`src/rtl/pwm_softstart.sv`:
```
// pwm_softstart -- buck-converter gate driver with soft start and dead time.
//
// Consumes a one-cycle tick from the upstream clock-divider stage. A period
// counter advancing on tick sets the PWM ratio. Duty ramps from 0 to the
// target (soft start) before regulation. A fault forces both gates off and
// latches until enable and fault are both low.
//
// Ports:
//   original_clk  system clock
//   reset         synchronous, active-high reset
//   tick          single-cycle enable for the period counter
//   enable        1 = run converter, 0 = shut down
//   duty_target   requested duty (high-side on-ticks per period)
//   fault         level-sensitive over-current / over-voltage flag
//   hs_gate       high-side gate drive (registered)
//   ls_gate       low-side gate drive (registered)
//   period_start  one-cycle pulse after the counter wraps to 0
//   ramp_done     high while regulating (soft start finished)
//   fault_latched high while the fault latch holds
module pwm_softstart #(
  parameter int WIDTH     = 8,
  parameter int DEADTIME  = 2,
  parameter int RAMP_STEP = 1
) (
  input  logic             original_clk,
  input  logic             reset,
  input  logic             tick,
  input  logic             enable,
  input  logic [WIDTH-1:0] duty_target,
  input  logic             fault,
  output logic             hs_gate,
  output logic             ls_gate,
  output logic             period_start,
  output logic             ramp_done,
  output logic             fault_latched
);

  localparam logic [1:0] ST_IDLE  = 2'd0;
  localparam logic [1:0] ST_RAMP  = 2'd1;
  localparam logic [1:0] ST_RUN   = 2'd2;
  localparam logic [1:0] ST_FAULT = 2'd3;

  // Which gate the dead-time logic is currently heading towards.
  localparam logic [1:0] GATE_NONE = 2'd0;
  localparam logic [1:0] GATE_HS   = 2'd1;
  localparam logic [1:0] GATE_LS   = 2'd2;

  localparam int DT_W = (DEADTIME > 0) ? $clog2(DEADTIME + 1) : 1;
  localparam logic [DT_W-1:0]  DT_LOAD  = DT_W'(DEADTIME);
  localparam logic [WIDTH-1:0] CNT_MAX  = '1;
  localparam logic [WIDTH:0]   STEP_EXT = (WIDTH + 1)'(RAMP_STEP);

  logic [1:0]       state_q, state_d;
  logic [WIDTH-1:0] cnt_q, cnt_d;
  logic [WIDTH-1:0] duty_q, duty_d;
  logic [DT_W-1:0]  dt_q, dt_d;
  logic [1:0]       sel_q, sel_d;
  logic             hs_q, hs_d;
  logic             ls_q, ls_d;
  logic             ps_q, ps_d;

  logic             running_q;
  logic             running_d;
  logic             wrap;
  logic [WIDTH:0]   duty_sum;
  logic [WIDTH-1:0] ramp_duty;
  logic             pwm_raw;
  logic [1:0]       want;

  always_comb begin
    running_q = (state_q == ST_RAMP) || (state_q == ST_RUN);
    wrap      = running_q && tick && (cnt_q == CNT_MAX);

    // One extra bit so duty + step can never wrap around before the clamp.
    duty_sum  = {1'b0, duty_q} + STEP_EXT;
    ramp_duty = (duty_sum > {1'b0, duty_target}) ? duty_target : duty_sum[WIDTH-1:0];

    // Next state: fault beats enable, enable beats ramp completion.
    state_d = state_q;
    case (state_q)
      ST_IDLE: begin
        if (enable && !fault) state_d = ST_RAMP;
      end
      ST_RAMP: begin
        if (fault)                                  state_d = ST_FAULT;
        else if (!enable)                           state_d = ST_IDLE;
        else if (wrap && (ramp_duty == duty_target)) state_d = ST_RUN;
      end
      ST_RUN: begin
        if (fault)        state_d = ST_FAULT;
        else if (!enable) state_d = ST_IDLE;
      end
      ST_FAULT: begin
        if (!enable && !fault) state_d = ST_IDLE;
      end
      default: state_d = ST_IDLE;
    endcase
    running_d = (state_d == ST_RAMP) || (state_d == ST_RUN);

    // Period counter and duty; duty only moves on the wrapping tick so a
    // period is never cut short or stretched by an update.
    cnt_d  = cnt_q;
    duty_d = duty_q;
    if (!running_d) begin
      cnt_d  = '0;
      duty_d = '0;
    end else if (running_q && tick) begin
      cnt_d = cnt_q + 1'b1;
      if (wrap) duty_d = (state_q == ST_RAMP) ? ramp_duty : duty_target;
    end
    ps_d = wrap && running_d;

    // Gate selection with dead time. Shutdown is keyed off the next state so
    // the gates drop one cycle after fault/disable is sampled.
    pwm_raw = (cnt_q < duty_q);
    want    = pwm_raw ? GATE_HS : GATE_LS;
    if (!running_d) begin
      sel_d = GATE_NONE;
      dt_d  = '0;
    end else if (want != sel_q) begin
      // New direction (or a flip back mid dead time): restart the gap.
      sel_d = want;
      dt_d  = DT_LOAD;
    end else begin
      sel_d = sel_q;
      dt_d  = (dt_q != '0) ? dt_q - 1'b1 : '0;
    end
    hs_d = running_d && (dt_d == '0) && (sel_d == GATE_HS);
    ls_d = running_d && (dt_d == '0) && (sel_d == GATE_LS);
  end

  always_ff @(posedge original_clk) begin
    if (reset) begin
      state_q <= ST_IDLE;
      cnt_q   <= '0;
      duty_q  <= '0;
      dt_q    <= '0;
      sel_q   <= GATE_NONE;
      hs_q    <= 1'b0;
      ls_q    <= 1'b0;
      ps_q    <= 1'b0;
    end else begin
      state_q <= state_d;
      cnt_q   <= cnt_d;
      duty_q  <= duty_d;
      dt_q    <= dt_d;
      sel_q   <= sel_d;
      hs_q    <= hs_d;
      ls_q    <= ls_d;
      ps_q    <= ps_d;
    end
  end

  assign hs_gate       = hs_q;
  assign ls_gate       = ls_q;
  assign period_start  = ps_q;
  assign ramp_done     = (state_q == ST_RUN);
  assign fault_latched = (state_q == ST_FAULT);

endmodule

```
`config.mk`:
```
export PLATFORM = sky130hd
export DESIGN_NAME = pwm_softstart
export DESIGN_NICKNAME = d
export VERILOG_FILES = /design/src/rtl/pwm_softstart.sv
export SDC_FILE = /design/constraint.sdc
export NUM_CORES = 1
export LEC_CHECK = 0
export ABC_CLOCK_PERIOD_IN_PS = 4400
export BUFFER_PORTS_ARGS = -buffer_cell sky130_fd_sc_hd__buf_2
export CAP_MARGIN = 20
export CORE_MARGIN = 5
export CORE_UTILIZATION = 45
export DETAILED_ROUTE_END_ITERATION = 16
export PLACE_DENSITY = 0.63
export SLEW_MARGIN = 5
export SYNTH_ARGS = -nofsm -noshare
export SYNTH_HDL_FRONTEND = slang
export SYNTH_SLANG_ARGS = --single-unit
```
`constraint.sdc`:
```
create_clock -name original_clk -period 4.4 [get_ports original_clk]
set_input_delay 0.88 -clock original_clk [delete_from_list [all_inputs] [get_ports original_clk]]
set_output_delay 0.88 -clock original_clk [all_outputs]
set_load 0.005 [all_outputs]
```
# Yosys cells after proc, flatten, opt, wreduce, memory -nomap -nowiden
# Index checks and enable logic that the tools add are counted.
# op_classes
addsub,3
n_mul,0
div,0
order_cmp,2
n_eq_ne,10
shifts,0
n_mux,16
bitwise_logic,1
reduce_logical,18
# ops
operator,n
2-bit 2-to-1 mux,13
8-bit 2-to-1 mux,2
"8-bit by 1-bit adder with 9-bit output, second input constant",1
9-bit by 8-bit greater-than comparator with 1-bit output,1
1-bit logical AND,9
"8-bit by 1-bit adder with 8-bit output, second input constant",1
"2-bit equality test, second input constant",4
8-bit equality test,1
"8-bit equality test, second input constant",1
8-bit < comparator,1
2-bit case mux with 4 select lines,1
"2-bit by 1-bit equality test with 1-bit output, second input constant",3
2-bit zero test,2
1-bit zero test,2
1-bit logical OR,2
2-bit inequality test,1
2-bit AND reduction,1
2-bit nonzero test,1
2-bit OR reduction,1
"2-bit by 1-bit subtractor with 2-bit output, second input constant",1
1-bit NOT,1
# word_totals
regBits,25
latch_bits,0
ram_bits,0
mem_bits_ro,0
out_inout_bits,5
memories,0

# Logic depth before layout (Yosys ltp)
# Gate-level depths: netlist of the first run.
# depth
word_depth,15
ltp_mapped,16

# Worst setup path after synthesis of the first run
# No wires, ideal clock.
# synth_path
path_type,reg-to-reg
startpoint,register duty_q[0]
endpoint,register ls_q (netlist: ls_gate)
setup_time_ps,87
t_arrival_ps,3129
slack_ps,1184
path_stages_with_launch,15
synth_period_minus_slack_ps,3216
path_cell_list,dfxtp_1 > ha_1 > nand3_1 > o21ai_0 > nand2_1 > ha_1 > nand3_1 > nor3_1 > a211oi_1 > or2_2 > a211o_1 > a32oi_2 > o31ai_4 > buf_6 > nor4b_2
# synth_via
elab_chain_len,15
word_cells_on_any_way,23
classes_between,add/sub (1); order compare (2); eq/ne (5); mux (10); reduce/logical (5)
# synth_lines
item,line_no,text
from (decl),55,"logic [WIDTH-1:0] duty_q, duty_d;"
from (signal assigned),145,duty_q <= duty_d;
8-bit by 1-bit adder with 9-bit output,75,"duty_sum = {1'b0, duty_q} + STEP_EXT;"
9-bit by 8-bit greater-than comparator with 1-bit output,76,"ramp_duty = (duty_sum > {1'b0, duty_target}) ? duty_target : duty_sum[WIDTH-1:0];"
8-bit 2-to-1 mux,76,
8-bit equality test,87,else if (wrap && (ramp_duty == duty_target)) state_d = ST_RUN;
1-bit logical AND,87,
2-bit 2-to-1 mux,87,
2-bit 2-to-1 mux,86,else if (!enable) state_d = ST_IDLE;
2-bit 2-to-1 mux,85,if (fault) state_d = ST_FAULT;
2-bit case mux with 4 select lines,80,case (state_q)
2-bit by 1-bit equality test with 1-bit output or 2-bit equality test (tied branches),98,running_d = (state_d == ST_RAMP) || (state_d == ST_RUN);
1-bit logical OR,98,
2-bit 2-to-1 mux,117,if (!running_d) begin
2-bit zero test,129,ls_d = running_d && (dt_d == '0) && (sel_d == GATE_LS);
1-bit logical AND,129,
1-bit logical AND (*),129,
to (signal assigned),149,ls_q <= ls_d;
to (decl),59,"logic ls_q, ls_d;"
# Mark *: on every way between the ends. The rest lies on a longest branch, timed or not.
# A chain may end at the register's enable or synchronous reset.

# Worst setup path in the final report of the first run
# layout_path
startpoint,register duty_q[0]
endpoint,register cnt_q[4]
# layout_via
elab_chain_len,13
word_cells_on_any_way,14
classes_between,add/sub (1); order compare (1); eq/ne (3); mux (5); bitwise (1); reduce/logical (3)
# layout_lines
item,line_no,text
8-bit by 1-bit adder with 9-bit output (*),75,
9-bit by 8-bit greater-than comparator with 1-bit output,76,
8-bit 2-to-1 mux (*),76,
8-bit equality test (*),87,
1-bit logical AND (*),87,
2-bit 2-to-1 mux (*),87,
2-bit 2-to-1 mux (*),86,
2-bit 2-to-1 mux (*),85,
2-bit case mux with 4 select lines (*),80,
2-bit by 1-bit equality test with 1-bit output or 2-bit equality test (tied branches),98,
1-bit logical OR (*),98,
1-bit NOT (no source line) (*),n/a,
2-bit OR reduction (no source line) (*),n/a,
to (signal assigned),144,cnt_q <= cnt_d;
to (decl),54,"logic [WIDTH-1:0] cnt_q, cnt_d;"
# Marked as above.

==> results of run 1 <==
[layout by cell type, fill, tap and decap left out, types with 2 or more instances in the layout]
cell type and n:
nor2_1 34, dfxtp_1 25, ha_1 21, inv_1 20, buf_2 17, nand2_1 13
xnor2_1 12, nand3_1 11, a21oi_1 11, nor2b_1 9, mux2i_1 9, o21ai_0 8
nor3_1 7, o21a_1 6, xor2_1 5, a211oi_1 5, a21o_1 4, o22ai_1 4
nand2b_1 4, nand4_1 3, o21bai_1 3, nor3b_1 3, clkbuf_8 3, or3_1 2
nand3b_1 2, a31oi_1 2, a32oi_1 2, buf_4 2
[registers in the layout (all words and copies together), names as in the netlist]
register	flops
cnt_q	8
duty_q	8
dt_q	2
sel_q	2
state_q	2
hs_gate	1
ls_gate	1
period_start	1
[power by group through the flow]
stage / logic, uW / clock network (uW) / registers (uW)
floorplan: 55.9 / 0 / 239
global placement: 74.8 / 0 / 240
detailed placement: 75.0 / 0 / 240
CTS: 75.5 / 143 / 235
global route: 84.4 / 153 / 235
finish: 75.2 / 139 / 235
[metal layers]
layer	up-vias	global-route usage	wire (um)
met5	-	0	0
met4	0	0.03846	52
met3	6	0.01945	189
met2	34	0.2269	1934
met1	797	0.2111	2209
li1	943	-	-
[cell type report]
type / instances / area share
Clock buffer: 3 / 0.01838
Sequential cell: 25 / 0.2228
Clock inverter: 1 / 0.003343
Tap cell: 52 / 0.02897
Timing Repair Buffer: 19 / 0.04457
Inverter: 20 / 0.03343
Multi-Input combinational cell: 204 / 0.6485
[kinds of logic (layout without fill, tap and decap cells)]
kind of cell,after synthesis,in the layout
AO/OA/AOI/OAI,58,58
XOR/XNOR,17,17
adder cells (fa/ha/maj),21,21
buffers and inverters,32,43
flip-flops,25,25
multiplexers,9,9
AND/OR/NAND/NOR,99,99
[metrics by stage]
step           utilization  hold WS [ps]
2_1_floorplan            -         398.9
6_report            0.5053         437.4
3_5_place_dp        0.4944         424.0
3_3_place_gp        0.4944         406.4
4_1_cts             0.5053         435.3
5_1_grt             0.5053         455.5
[worst max-delay path by stage]
stage	start	cells after the start	slack (ps)	endpoint
global route	duty_q[0]$_SDFFE_PP0P_	14	80	cnt_q[2]$_SDFFE_PP0P_
finish	duty_q[0]$_SDFFE_PP0P_	14	480	cnt_q[4]$_SDFFE_PP0P_
floorplan	duty_q[0]$_SDFFE_PP0P_	14	1180	ls_gate$_SDFF_PP0_
CTS	duty_q[0]$_SDFFE_PP0P_	14	480	period_start$_SDFF_PP0_
detailed placement	duty_q[0]$_SDFFE_PP0P_	14	480	period_start$_SDFF_PP0_
global placement	duty_q[0]$_SDFFE_PP0P_	14	620	cnt_q[2]$_SDFFE_PP0P_
[worst max-delay path, delay by kind of cell, from the launching register on]
kind / cells / cell delay [ps]
buf+inv: 1 / 280
fa+ha+maj: 2 / 590
flops: 1 / 510
compound gates: 5 / 1450
simple gates: 6 / 990
==> run_results.csv, run 1 <==
group,metric,value,unit
sta,maxSlewViolCount,0,
logic_synthesis,yosysWarnings,0,
hold_path,hold_depth,1,
detailed_routing,drt-wirelength-per-cell,13.53,um
detailed_routing,drc,0,
pwr,swShare,0.2763,
logic_synthesis,synth.largest_area_cell,"dfxtp_1",
detailed_routing,drtPass1Iterations,4,
logic_synthesis,muxShareOfSynthArea,0.04286,
sta,tns,0,ps
global_routing,grt_pass1_wl,7389,um
floorplan,die_area,6138,um2
detailed_routing,routed_wl,4384,um
finish,drive_gt1_frac,0.1213,
floorplan,row_count,24,
logic_synthesis,syn_inst,261,
pwr,powerDensity,199.9,nW/um2
clock_network,cts_sinks,25,
place,place_inst,320,
logic_synthesis,synth_area_leaders,"dfxtp_1 (24%), ha_1 (13%), nor2_1 (6.1%), xnor2_1 (5.0%), mux2i_1 (4.3%)",
logic_synthesis,synth.most_common_cell,"nor2_1",
logic_synthesis,syn_nets,295,
sta,finalClockSkew,6.299,ps
clock_network,numCtsBuffers,3,
floorplan,coreArea,4444,um2
global_routing,antenna_found_initial,0,
worst_setup_path,r2r_setup_slack,480,ps
finish,stdcell_area,2246,um2
sta,worst_slew_pin_slew,734.2,ps
worst_setup_path,r2r-end,"cnt_q[4]$_SDFFE_PP0P_",
clock_network,cts-root-buf,"clkbuf_8",
clock_network,cts_tree,"done",
sta,finalCritPeriodShare,0.8920,
worst_setup_path,required,4570,ps
logic_synthesis,synth_area,2102,um2
logic_synthesis,synth_common_cells,"nor2_1 (34), dfxtp_1 (25), ha_1 (21)",
worst_setup_path,crit_type,"flip-flop to flip-flop",
worst_setup_path,slowest_stage,"o31ai_4",
pwr,p_total,449.0,uW
logic_synthesis,synth_top_family_by_area,"simple AND/OR/NAND/NOR gates",
run,drv_cap,0,
sta,slew_headroom,0.5105,
floorplan,num_io_pins,18,
detailed_routing,final_antenna_net_count,0,
pwr,pwr-share-clk,0.310,
finish,regArea,500.5,um2
floorplan,fp.dieW,78.35,um
logic_synthesis,async_flop_share,0,
sta,rsz0062_at_grt,"false",
hold_path,min-delay-start,"dt_q[0]$_SDFF_PP0_",
pwr,p_int,324.9,uW
logic_synthesis,synth_xor_xnor_area_share,0.07083,
logic_synthesis,ys_seq_elements,25,
clock_network,h-tree-depth,1,
pwr,switching_power,124.1,uW
logic_synthesis,synth_cell_types,53,
worst_setup_path,crit-reg2reg-launch,"duty_q[0]$_SDFFE_PP0P_",
clock_network,post_cts_buffers,0,
finish,nFillCells,423,
place,dp_slack,484.1,ps
finish,n_antenna_cell,0,
clock_network,clockBufferDepth,2,
sta,setup_ws,475.2,ps
finish,nNetsFinal,307,
pwr,combPwrFrac,0.167,
worst_setup_path,r2r_cells,14,
worst_setup_path,slowest_delay,610,ps
sta,finalCriticalPeriod,3925,ps
pwr,peakVddDrop,147.6,uV
clock_network,cts.repair.resized,0,
finish,final_cells,324,
clock_network,clk_pin_slew,90,ps
hold_path,worst_hold_path_type,"flip-flop to flip-flop",
place,placed_area,2197,um2
global_routing,grt_util_all_layers,0.1457,
logic_synthesis,synth_edf_count,0,
place,port-buffer-count,17,
logic_synthesis,synth-seq-area-share,0.2381,
finish,area.growth.synth_to_final,6.845,%
worst_setup_path,cp_data_arrival_time,4100,ps
worst_setup_path,critPathMaxFanout,16,
sta,finalSetupViolations,0,
logic_synthesis,synth-adder-area-share,0.1250,
global_routing,grt_start_max_net_pins,23,
clock_network,cts_hold_buf,0,
sta,finalHoldViolations,0,
logic_synthesis,syn_area_per_cell,8.054,um2
global_routing,grt-ovfl-total,0,
pwr,sequentialPowerShare,0.523,
floorplan,die_h,78.35,um
sta,fmax,254.8,MHz
logic_synthesis,synth-main-ff-cell,"dfxtp_1",
place,place_congestion,0.8815,
pwr,p_leak,0.0009218,uW
global_routing,grt_pass1_vias,1586,
worst_setup_path,cp-end-kind,"flip-flop",
logic_synthesis,synth-compound-area-share,0.2095,
worst_setup_path,crit_path_start_kind,"flip-flop",
detailed_routing,via_per_inst,5.494,
floorplan,initial_core_util,0.4730,
worst_setup_path,crit_path_cell_trace,"ha_1 -> nand3_1 -> o21ai_0 -> nand2_1 -> ha_1 -> nand3_1 -> nor3_1 -> a211oi_1 -> nor2_1 -> o21bai_1 -> a22o_1 -> o31ai_4 -> buf_4 -> nor2_1",
clock_network,insertion_delay,270,ps
finish,multi_input_area,1456,um2
outcome,status,"finished clean",
detailed_routing,num_vias,1780,
hold_path,hold_end,"dt_q[0]$_SDFF_PP0_",
logic_synthesis,netlist.area_leader.share,0.2381,
detailed_routing,drt_iter0_markers,125,
logic_synthesis,yosys.area_share.simple,0.2446,
place,hpwl,3509,um
Power figures use the tool's default switching activity.
==> run 2, diff against run 1 <==
--- a/config.mk
+++ b/config.mk
@@ -12,6 +12,7 @@
 export CORE_UTILIZATION = 45
 export DETAILED_ROUTE_END_ITERATION = 16
 export PLACE_DENSITY = 0.63
+export REMOVE_ABC_BUFFERS = 1
 export SLEW_MARGIN = 5
 export SYNTH_ARGS = -nofsm -noshare
 export SYNTH_HDL_FRONTEND = slang
==> run_results.csv, run 2 (same netlist as run 1, synthesis figures left out) <==
group,metric,value,unit
pwr,powerDensity,196.9,nW/um2
floorplan,num_io_pins,18,
finish,n_antenna_cell,0,
worst_setup_path,required,4560,ps
clock_network,h-tree-depth,1,
outcome,status,"finished clean",
sta,tns,0,ps
hold_path,hold_depth,1,
worst_setup_path,r2r-end,"cnt_q[1]$_SDFFE_PP0P_",
floorplan,initial_core_util,0.4730,
worst_setup_path,crit_path_start_kind,"flip-flop",
detailed_routing,drtPass1Iterations,4,
pwr,p_total,442.9,uW
global_routing,grt-ovfl-total,0,
finish,final_cells,325,
detailed_routing,num_vias,1790,
clock_network,insertion_delay,260,ps
finish,largestRegisters,"cnt_q x8, duty_q x8",
worst_setup_path,cp-end-kind,"flip-flop",
place,hpwl,3571,um
sta,worst_slew_pin_slew,708.5,ps
place,place_congestion,0.8987,
global_routing,grtUsageMet2,0.2363,
detailed_routing,via_per_inst,5.508,
clock_network,post_cts_buffers,0,
worst_setup_path,r2r_setup_slack,530,ps
sta,finalCritPeriodShare,0.8791,
pwr,p_leak,0.0009273,uW
pwr,sequentialPowerShare,0.530,
pwr,p_int,326.7,uW
floorplan,die_area,6138,um2
sta,maxSlewViolCount,0,
clock_network,clk_pin_slew,80,ps
finish,final_common_cell,"nor2_1",
detailed_routing,drt_iter0_markers,173,
clock_network,clockBufferDepth,2,
floorplan,fp.dieW,78.35,um
worst_setup_path,startpoint,"duty_q[0]$_SDFFE_PP0P_",
place,placed_area,2205,um2
sta,rsz0062_at_grt,"false",
sta,finalSetupViolations,0,
worst_setup_path,r2r_cells,14,
pwr,pwr-share-clk,0.298,
sta,slew_headroom,0.5277,
floorplan,coreArea,4444,um2
global_routing,grt_util_all_layers,0.1499,
sta,fmax,258.5,MHz
clock_network,cts_hold_buf,0,
pwr,swShare,0.2623,
clock_network,cts.repair.resized,0,
place,port-buffer-count,17,
global_routing,use_met1,0.2101,
sta,finalCriticalPeriod,3868,ps
finish,area.growth.synth_to_final,7.024,%
worst_setup_path,critPathMaxFanout,14,
clock_network,numCtsBuffers,3,
global_routing,grt_start_max_net_pins,23,
finish,stdcell_area,2250,um2
sta,finalClockSkew,6.315,ps
worst_setup_path,crit-reg2reg-launch,"duty_q[0]$_SDFFE_PP0P_",
global_routing,grt_use_met3,0.02403,
global_routing,antenna_found_initial,0,
hold_path,worst_hold_path_type,"flip-flop to flip-flop",
global_routing,grt_pass1_vias,1630,
clock_network,cts_tree,"done",
detailed_routing,final_antenna_net_count,0,
pwr,peakVddDrop,184.9,uV
sta,whs,423.2,ps
clock_network,cts-root-buf,"clkbuf_8",
clock_network,cts_sinks,25,
sta,finalHoldViolations,0,
finish,layout_common_cells,"nor2_1 (34), dfxtp_1 (25), ha_1 (21)",
detailed_routing,drt-wirelength-per-cell,13.61,um
finish,drive_gt1_frac,0.1209,
finish,nNetsFinal,308,
floorplan,row_count,24,
detailed_routing,drc,0,
run,drv_cap,0,
pwr,switching_power,116.2,uW
floorplan,die_h,78.35,um
detailed_routing,routed_wl,4423,um
global_routing,grt_pass1_wl,7507,um
worst_setup_path,crit_type,"flip-flop to flip-flop",
worst_setup_path,worstSetupEndpoint,"cnt_q[1]$_SDFFE_PP0P_",
worst_setup_path,cp_data_arrival_time,4020,ps
place,place_inst,321,
global_routing,busiest_layer,"met2",
pwr,combPwrFrac,0.172,
[run 2: cell types whose count changed in the layout (fill, tap and decap cells not counted), sizes merged]
| cell | delta |
|---|---|
| clkbuf | +1 |
| clkinvlp | -1 |
| buf | +1 |
[run 2: per-stage QoR]
step / worst slack (ps) / utilization
finish: 532.0 / 0.5062
global route: 88.53 / 0.5062
CTS: 507.6 / 0.5062
detailed placement: 511.1 / 0.4961
global placement: 610.2 / 0.4961
floorplan: 1069 / -
[run 2: worst max-delay path, cell delays in order (launching register included)]
cell      delay [ps]
dfxtp_1          500
ha_1             300
nand3_1          210
o21ai_0          270
nand2_1           80
ha_1             290
nand3_1          100
nor3_1           280
a211oi_1         160
nor2_1           270
o21bai_1         130
a22o_1           270
o31ai_4          590
buf_4            260
a21oi_1           50
[run 2: layout make-up]
cell class                 count  area, um2
clock buffer                   4      45.04
fill                         434       2195
inverter                      20      75.07
multi-input combinational    204       1456
sequential                    25      500.5
tap                           52      65.06
timing repair buffer          20      107.6
[run 2: worst min-delay path by stage]
stage / start / to / slack [ps]
floorplan: dt_q[0]$_SDFF_PP0_ / dt_q[0]$_SDFF_PP0_ / 400
global placement: dt_q[0]$_SDFF_PP0_ / dt_q[0]$_SDFF_PP0_ / 420
detailed placement: dt_q[0]$_SDFF_PP0_ / dt_q[0]$_SDFF_PP0_ / 410
CTS: dt_q[0]$_SDFF_PP0_ / dt_q[0]$_SDFF_PP0_ / 430
global route: dt_q[0]$_SDFF_PP0_ / dt_q[0]$_SDFF_PP0_ / 470
finish: dt_q[0]$_SDFF_PP0_ / dt_q[0]$_SDFF_PP0_ / 420
[run 2: power groups by stage]
stage	Clock, uW	Combinational, uW	Sequential (uW)
6_report	132	76.3	235
5_1_grt	150	85.5	236
4_1_cts	139	76.9	235
3_5_place_dp	0	76.7	240
3_3_place_gp	0	76.6	240
2_1_floorplan	0	51.5	239
[run 2: layer usage]
metal | routed length, um | vias up
met5 | 0 | -
met4 | 100 | 0
met3 | 149 | 8
met2 | 1910 | 35
met1 | 2263 | 800
li1 | - | 947
==> run 3, diff against run 2 <==
--- a/config.mk
+++ b/config.mk
@@ -9,9 +9,9 @@
 export BUFFER_PORTS_ARGS = -buffer_cell sky130_fd_sc_hd__buf_2
 export CAP_MARGIN = 20
 export CORE_MARGIN = 5
-export CORE_UTILIZATION = 45
+export CORE_UTILIZATION = 35
 export DETAILED_ROUTE_END_ITERATION = 16
-export PLACE_DENSITY = 0.63
+export PLACE_DENSITY = 0.52
 export REMOVE_ABC_BUFFERS = 1
 export SLEW_MARGIN = 5
 export SYNTH_ARGS = -nofsm -noshare
==> run_results.csv, run 3 (same netlist as run 1, synthesis figures left out) <==
group,metric,value,unit
outcome,status,"finished clean",
sta,slew_headroom,0.5947,
finish,area.growth.synth_to_final,8.809,%
global_routing,grt_start_max_net_pins,23,
worst_setup_path,required,4570,ps
detailed_routing,final_antenna_net_count,0,
clock_network,h-tree-depth,1,
global_routing,grt-ovfl-total,0,
sta,fmax,258.8,MHz
run,drv_cap,0,
sta,maxSlewViolCount,0,
clock_network,insertion_delay,270,ps
place,dp_slack,572.6,ps
sta,rsz0062_at_grt,"false",
pwr,p_leak,0.0009346,uW
detailed_routing,routed_wl,4521,um
clock_network,clockBufferDepth,2,
global_routing,grt_util_all_layers,0.1265,
detailed_routing,drc,0,
finish,nNetsFinal,309,
worst_setup_path,crit_path_cell_trace,"ha_1 -> nand3_1 -> o21ai_0 -> nand2_1 -> ha_1 -> nand3_1 -> nor3_1 -> a211oi_1 -> nor2_1 -> o21bai_1 -> a22o_1 -> o31ai_4 -> buf_4 -> nor2_1",
worst_setup_path,crit_path_start_kind,"flip-flop",
sta,tns,0,ps
clock_network,cts_sinks,25,
sta,finalHoldViolations,0,
worst_setup_path,critPathMaxFanout,11,
worst_setup_path,r2r_cells,14,
floorplan,row_count,28,
clock_network,cts_hold_buf,0,
finish,largestRegisters,"cnt_q x8, duty_q x8",
detailed_routing,drt_iter0_markers,74,
worst_setup_path,cp-end-kind,"flip-flop",
floorplan,die_h,87.50,um
finish,nFillCells,623,
worst_setup_path,cp_data_arrival_time,4030,ps
global_routing,grtUsageMet2,0.2082,
sta,finalCritPeriodShare,0.8780,
finish,multi_input_area,1456,um2
worst_setup_path,slowest_stage,"dfxtp_1",
finish,drive_gt1_frac,0.1277,
sta,finalCriticalPeriod,3863,ps
finish,finish.utilization,0.3886,
worst_setup_path,cp_top_family,"compound AO/OA/AOI/OAI gates",
finish,final_common_cell,"nor2_1",
finish,n_antenna_cell,0,
worst_setup_path,slowest_delay,510,ps
global_routing,antenna_found_initial,0,
clock_network,cts_tree,"done",
place,port-buffer-count,17,
clock_network,numCtsBuffers,3,
hold_path,hold_depth,1,
place,hpwl,3708,um
place,place_congestion,0.8280,
clock_network,post_cts_buffers,0,
sta,worst_slew_pin_slew,608.0,ps
floorplan,num_io_pins,18,
finish,regArea,500.5,um2
worst_setup_path,crit_cells,14,
hold_path,worst_hold_path_type,"flip-flop to flip-flop",
detailed_routing,via_per_inst,5.112,
worst_setup_path,path_buf_inv,1,
detailed_routing,num_vias,1784,
sta,finalClockSkew,3.712,ps
clock_network,clk_pin_slew,90,ps
global_routing,grt_use_met3,0.01608,
clock_network,cts-root-buf,"clkbuf_8",
pwr,powerDensity,197.0,nW/um2
worst_setup_path,crit_type,"flip-flop to flip-flop",
detailed_routing,drtPass1Iterations,4,
global_routing,grt_pass1_vias,1685,
pwr,p_total,450.5,uW
clock_network,cts.repair.resized,0,
sta,setup_ws,536.7,ps
global_routing,grt_pass1_wl,7762,um
global_routing,busiest_layer,"met2",
floorplan,coreArea,5886,um2
floorplan,initial_core_util,0.3571,
floorplan,fp.dieW,87.50,um
floorplan,die_area,7655,um2
global_routing,use_met1,0.1726,
finish,layout_common_cells,"nor2_1 (34), dfxtp_1 (25), ha_1 (21)",
sta,finalSetupViolations,0,
detailed_routing,drt-wirelength-per-cell,12.95,um
pwr,peakVddDrop,108.4,uV
[run 3: cell count changes in the layout (fill, tap and decap cells not counted)]
cell and change:
clkbuf_1 -1, buf_4 +1, clkinv_2 +1
[run 3: power breakdown]
| part | switching [uW] | internal (uW) |
|---|---|---|
| combinational | 45.8 | 33.2 |
| sequential | 3.92 | 230 |
| clock | 73.7 | 63.4 |
| total | 123 | 327 |
[run 3: path summary, 6_finish.rpt]
path | endpoint | slack [ps] | from
setup / recovery | cnt_q[6]$_SDFFE_PP0P_ | 540 | duty_q[0]$_SDFFE_PP0P_
hold / removal | dt_q[0]$_SDFF_PP0_ | 430 | dt_q[0]$_SDFF_PP0_
hold reg to reg | dt_q[0]$_SDFF_PP0_ | 430 | dt_q[0]$_SDFF_PP0_
setup reg to reg | cnt_q[6]$_SDFFE_PP0P_ | 540 | duty_q[0]$_SDFFE_PP0P_
[run 3: per-layer routing]
| metal | share of wire | wire [um] |
|---|---|---|
| met5 | 0 | 0 |
| met2 | 0.46 | 2064 |
| met1 | 0.50 | 2247 |
| met3 | 0.031 | 141 |
| met4 | 0.015 | 68 |
[run 3: worst reg2reg max path: cells and delay by family, from the launching register on]
family,cells,cell delay [ps]
DFF,1,510
buffers and inverters,1,270
AOI/OAI and AO/OA,5,1360
and+or+nand+nor,6,1010
adders and majority gates,2,600
[run 3: final cells by class]
| type | count | area share |
|---|---|---|
| Sequential cell | 25 | 0.2188 |
| Multi-Input combinational cell | 204 | 0.6368 |
| Clock inverter | 1 | 0.002188 |
| Tap cell | 75 | 0.04103 |
| Inverter | 20 | 0.03282 |
| Clock buffer | 3 | 0.01805 |
| Timing Repair Buffer | 21 | 0.05033 |
[run 3: through the flow]
stage / instances / instance area [um2] / hold WS, ps
2_1_floorplan: 249 / 2032 / 398.9
3_3_place_gp: 345 / 2241 / 414.8
3_5_place_dp: 345 / 2241 / 415.9
4_1_cts: 349 / 2287 / 430.0
5_1_grt: 349 / 2287 / 440.6
6_report: 349 / 2287 / 427.7
